--- src/rtl/riscv_pkg.sv ---
// Shared fetch-stage types and constants.
package riscv_pkg;
   localparam int unsigned XLEN       = 32;
   localparam logic [31:0] INSTR_HALT = 32'h0000_0000;

   typedef enum logic [1:0] {FS_BOOT, FS_RUN, FS_HALT} fetch_state_t;
endpackage

--- src/rtl/fetch_pc_mux.sv ---
// Instruction memory address select and redirect-target legality check.
module fetch_pc_mux
   import riscv_pkg::*;
#(
   parameter int unsigned     XLEN      = riscv_pkg::XLEN,
   parameter logic [XLEN-1:0] RESET_PC  = '0,
   parameter int unsigned     MEM_WORDS = 32
) (
   input  logic            boot,
   input  logic            branch_taken,
   input  logic [XLEN-1:0] branch_target,
   input  logic            stall,
   input  logic            if_valid,
   input  logic [XLEN-1:0] inflight_pc,
   input  logic [XLEN-1:0] pc_q,
   output logic [XLEN-1:0] imem_pc,
   output logic            target_ok
);
   localparam logic [XLEN-1:0] MEM_LIMIT = XLEN'(MEM_WORDS * 4);

   always_comb begin
      imem_pc = pc_q;
      if (boot)
         imem_pc = RESET_PC;
      else if (branch_taken)
         imem_pc = {branch_target[XLEN-1:2], 2'b00};
      else if (stall && if_valid)
         imem_pc = inflight_pc;
   end

   assign target_ok = (branch_target[1:0] == 2'b00) && (branch_target < MEM_LIMIT);
endmodule

--- src/rtl/fetch_unit.sv ---
// IF stage: owns the PC, tracks the 1-cycle memory latency and presents
// (if_pc, if_instr, if_valid) to decode with stall, redirect and halt handling.
module fetch_unit
   import riscv_pkg::*;
#(
   parameter int unsigned     XLEN      = riscv_pkg::XLEN,
   parameter logic [XLEN-1:0] RESET_PC  = '0,
   parameter int unsigned     MEM_WORDS = 32
) (
   input  logic            clock,
   input  logic            reset,
   output logic [XLEN-1:0] imem_pc,
   input  logic [31:0]     imem_instr,
   input  logic            stall,
   input  logic            branch_taken,
   input  logic [XLEN-1:0] branch_target,
   output logic [XLEN-1:0] if_pc,
   output logic [31:0]     if_instr,
   output logic            if_valid,
   output logic            halted,
   output logic            fault,
   output logic [31:0]     fetch_count
);
   localparam logic [XLEN-1:0] MEM_LIMIT = XLEN'(MEM_WORDS * 4);

   fetch_state_t    state_q, state_d;
   logic [XLEN-1:0] pc_q, pc_d;
   logic [XLEN-1:0] inflight_pc, inflight_pc_d;
   logic            inflight_valid, inflight_valid_d;
   logic            fault_q, fault_d;
   logic [31:0]     count_q, count_d;
   logic            target_ok;
   logic            accept;

   fetch_pc_mux #(
      .XLEN      (XLEN),
      .RESET_PC  (RESET_PC),
      .MEM_WORDS (MEM_WORDS)
   ) u_pc_mux (
      .boot          (state_q == FS_BOOT),
      .branch_taken  (branch_taken),
      .branch_target (branch_target),
      .stall         (stall),
      .if_valid      (if_valid),
      .inflight_pc   (inflight_pc),
      .pc_q          (pc_q),
      .imem_pc       (imem_pc),
      .target_ok     (target_ok)
   );

   assign if_pc       = inflight_pc;
   assign if_instr    = imem_instr;
   assign if_valid    = inflight_valid && (state_q != FS_HALT);
   assign halted      = (state_q == FS_HALT);
   assign fault       = fault_q;
   assign fetch_count = count_q;

   // The terminating zero word is consumed by the halt, never handed to decode.
   assign accept = if_valid && !stall && !branch_taken && (imem_instr != INSTR_HALT);

   always_comb begin
      state_d          = state_q;
      pc_d             = pc_q;
      inflight_pc_d    = inflight_pc;
      inflight_valid_d = inflight_valid;
      fault_d          = fault_q;
      count_d          = count_q + 32'(accept);
      case (state_q)
         FS_BOOT: begin
            inflight_pc_d    = RESET_PC;
            inflight_valid_d = 1'b1;
            pc_d             = RESET_PC + XLEN'(4);
            state_d          = FS_RUN;
         end
         FS_RUN: begin
            if (branch_taken) begin
               if (!target_ok) begin
                  state_d = FS_HALT;
                  fault_d = 1'b1;
               end else begin
                  inflight_pc_d    = branch_target;
                  inflight_valid_d = 1'b1;
                  pc_d             = branch_target + XLEN'(4);
               end
            end else if (stall && if_valid) begin
               state_d = FS_RUN;
            end else if (if_valid && (imem_instr == INSTR_HALT)) begin
               state_d = FS_HALT;
            end else if (pc_q >= MEM_LIMIT) begin
               state_d = FS_HALT;
               fault_d = 1'b1;
            end else begin
               inflight_pc_d    = pc_q;
               inflight_valid_d = 1'b1;
               pc_d             = pc_q + XLEN'(4);
            end
         end
         FS_HALT: state_d = FS_HALT;
         default: state_d = FS_HALT;
      endcase
   end

   always_ff @(posedge clock) begin
      if (reset) begin
         state_q        <= FS_BOOT;
         pc_q           <= RESET_PC;
         inflight_pc    <= '0;
         inflight_valid <= 1'b0;
         fault_q        <= 1'b0;
         count_q        <= '0;
      end else begin
         state_q        <= state_d;
         pc_q           <= pc_d;
         inflight_pc    <= inflight_pc_d;
         inflight_valid <= inflight_valid_d;
         fault_q        <= fault_d;
         count_q        <= count_d;
      end
   end
endmodule

--- config.mk ---
export PLATFORM = sky130hd
export DESIGN_NAME = fetch_unit
export DESIGN_NICKNAME = d
export VERILOG_FILES = /design/src/rtl/riscv_pkg.sv /design/src/rtl/fetch_pc_mux.sv /design/src/rtl/fetch_unit.sv
export SDC_FILE = /design/constraint.sdc
export NUM_CORES = 1
export LEC_CHECK = 0
export CAP_MARGIN = 30
export CORE_MARGIN = 8
export CORE_UTILIZATION = 44
export CTS_BUF_LIST = sky130_fd_sc_hd__clkbuf_8
export CTS_CLUSTER_DIAMETER = 40
export DETAILED_ROUTE_END_ITERATION = 8
export DONT_BUFFER_PORTS = 1
export PLACE_DENSITY = 0.65
export SLEW_MARGIN = 10
export SYNTH_ARGS = -nofsm -noshare
export SYNTH_HDL_FRONTEND = slang
export SYNTH_HIERARCHICAL = 1
export SYNTH_SLANG_ARGS = --single-unit
--- constraint.sdc ---
create_clock -name clock -period 3.8 [get_ports clock]
set_input_delay 0.38 -clock clock [delete_from_list [all_inputs] [get_ports clock]]
set_output_delay 0.38 -clock clock [all_outputs]
set_load 0.005 [all_outputs]
==> results.txt <==
Reg2reg start -> state_q[1]
Ys Warns -> 6
Initial antenna violation count -> 0
Core ar. -> 14500 um2
Post-Syn Instances -> 778
Crit Path Category -> flip-flop to primary output
Post-Syn Nets -> 849
Non-filler instance count after layout -> 904
Slew Limit Fails -> 0
Max VDD drop -> 185 uV
Yosys cell types -> 65
Post-CTS setup buffers -> 0
H-tree depth -> 3
PortBufs -> 0
Clock Pin Slew Worst Setup and Hold Paths -> 0.10 ns
WL final -> 19.4 mm
First-pass GRT wire length -> 30.6 mm
Die X -> 138 um
Worst reg2reg path depth -> 10
DRC violations left -> 0
Site Rows -> 44
Min-Delay Path Class -> primary input to flip-flop
Via-to-Cell Ratio -> 6.19
WL/cell -> 21.5 um
Post-synthesis async set-or-reset flop share -> 0%
FF-to-FF End -> fetch_count[22]
Critical Path Source Type -> flip-flop
Nets -> 788
Cell Pwr Density -> 394 nW/um2
Most frequent cells in the layout -> dfxtp_1, nand2_1, nor2_1
Drt pass-1 iters -> 5
Yosys reg bits -> 100
Fraction of layout instances using a drive strength above 1 -> 13.3%
Sequential element share of the synthesized area -> 30.8%
Fin crit period -> 3.08 ns
Total CTS buffers -> 9
Post-DRT Antenna Nets -> 0
Initial core utilization -> 45.0%
Max Freq -> 325 MHz
Dpl hpwl -> 13.9 mm
Clk_lat worst skew -> 0.38 ns
Syn Std Cell Area -> 6510 um2
Area delta synth->final -> 0.0961%
Dpl cells -> 889
RSZ-0062 raised after global routing -> false
CTS tree -> built
Overflow after GRT -> 0
Post-synth EDFFs -> 0
Static leakage -> 0.00216 uW
Worst Path Max Fanout -> 12
Clock skew -> 0.0101 ns
Die area -> 18900 um2
Worst Path Required -> 3.42 ns
Setup crit end kind -> primary output
Worst Hold Depth -> 1
Hold Path End -> fetch_count[4]
Clock Root Buffer -> clkbuf_8
Min-delay src -> reset
Count of final setup violators -> 0
Max_slew headroom -> 41.4%
Commonest non-fill, non-tap cell in the layout -> dfxtp_1
Ant diodes -> 0
Clock buffer depth -> 2
Avg Cell Area, Syn -> 8.37 um2
DR iter-0 viols -> 507
Endpoints failing hold -> 0
Total global-route track usage -> 20.2%
Worst reg2reg setup slack -> 0.91 ns
Post-layout power -> 2570 uW
Fin crit share -> 81.0%
Fill count -> 1422
Largest net degree at the start of global routing -> 121
Top_reg_cell synth -> dfxtp_1
Vias -> 5594
CTS Hold Buffers Added -> 0
Worst-Margin Slew -> 0.878 ns
CTS resizes -> 0
Setup TNS Final -> 0 ns
Max Cap Viol -> 0
Worst EP arrival -> 2.70 ns
Outcome -> complete, no violations
Die height -> 138 um
GPL Wtd Cong -> 0.838
Vias in the first global route -> 5382
IO Count -> 199
Clk sinks -> 100
[Yosys cell counts, drive strengths merged, types with 2 or more instances]
master,count,area share [%]
nand3,42,3.3
nor4,24,2.4
o31ai,2,0.23
xnor2,23,3.1
dfxtp,100,31
a211oi,32,5.3
clkbuf,23,1.5
nand4b,6,0.90
nand2b,2,0.19
a311oi,2,0.63
o21ai,12,0.92
and3,33,3.2
xor2,24,3.2
or3,12,1.2
nand4,15,1.9
nand2,66,3.9
and2,7,0.67
and4,3,0.40
nor2,59,3.5
a22oi,7,0.81
o221ai,2,0.27
a21oi,56,4.5
nor3,45,4.5
mux2,15,2.6
mux2i,19,3.0
or2,2,0.23
inv,6,0.35
ha,3,0.58
buf,60,6.7
o2bb2ai,14,2.1
nand3b,13,1.5
nor2b,34,3.3
o21bai,2,0.23
[stage by stage]
step                      instance area (um2)  hold slack, ns  worst slack [ns]  utilization [%]
final                                    6520          0.0753             0.722             45.0
after CTS                                6490          0.0471             0.716             44.9
after floorplan                          6510           0.454              1.03                -
after global placement                   6300           0.461             0.931             43.5
after global routing                     6520          0.0500             0.514             45.0
after detailed placement                 6300           0.464             0.872             43.5
[layer usage]
metal / vias to the layer above / share of wire, % / global-route usage (%)
met5: - / 0 / 0
met4: 0 / 2.2 / 8.09
met3: 30 / 10 / 7.29
met2: 245 / 46 / 31.2
met1: 2663 / 42 / 25.0
li1: 2656 / - / -
[sequential cells by signal, indices dropped and copies added (netlist names)]
name / flops
state_q: 2
pc_q: 32
inflight_valid: 1
fetch_count: 32
if_pc: 32
fault: 1
[where the power goes]
| group | internal, uW | total, uW | switching (uW) |
|---|---|---|---|
| logic | 232 | 699 | 468 |
| registers | 1100 | 1170 | 70.3 |
| clock network | 330 | 697 | 366 |
| total | 1660 | 2570 | 904 |
[area by class of cell]
class,count,area [um2],area share (%)
flip-flops and latches,100,2000,30.7
clock buffers,11,151,2.32
repair buffers,11,95.1,1.46
multi-input cells,589,3980,61.0
well taps,184,230,3.53
inverters,6,22.5,0.346
clock inverters,3,38.8,0.595
[logic make-up (layout without fill, tap and decap cells)]
group / count (synthesis) / count (layout) / synth area share, %
buffers and inverters: 89 / 31 / 8.55
AO/OA/AOI/OAI: 140 / 140 / 16.7
XOR/XNOR: 47 / 47 / 6.32
AND/OR/NAND/NOR: 365 / 365 / 31.5
flip-flops: 100 / 100 / 30.8
multiplexers: 34 / 34 / 5.57
adder cells (fa/ha/maj): 3 / 3 / 0.577
[worst max-delay path, cell delays in order (launching register included)]
cell and delay, ns:
dfxtp_1 0.56, inv_1 0.18, o21ai_0 0.35, inv_1 0.12, nand2_2 0.31, buf_4 0.30
a211oi_1 0.10, nor3_1 0.39
[how the worst max path moves through the flow]
stage / startpoint / endpoint / slack [ns]
finish: state_q[1] / imem_pc[16] / 0.72
global route: state_q[1] / imem_pc[16] / 0.51
CTS: state_q[1] / imem_pc[16] / 0.72
detailed placement: imem_instr[13] / fetch_count[26] / 0.87
global placement: imem_instr[13] / fetch_count[22] / 0.93
floorplan: branch_taken / fetch_count[21] / 1.03
No activity file was read; power rests on OpenSTA's default activity.
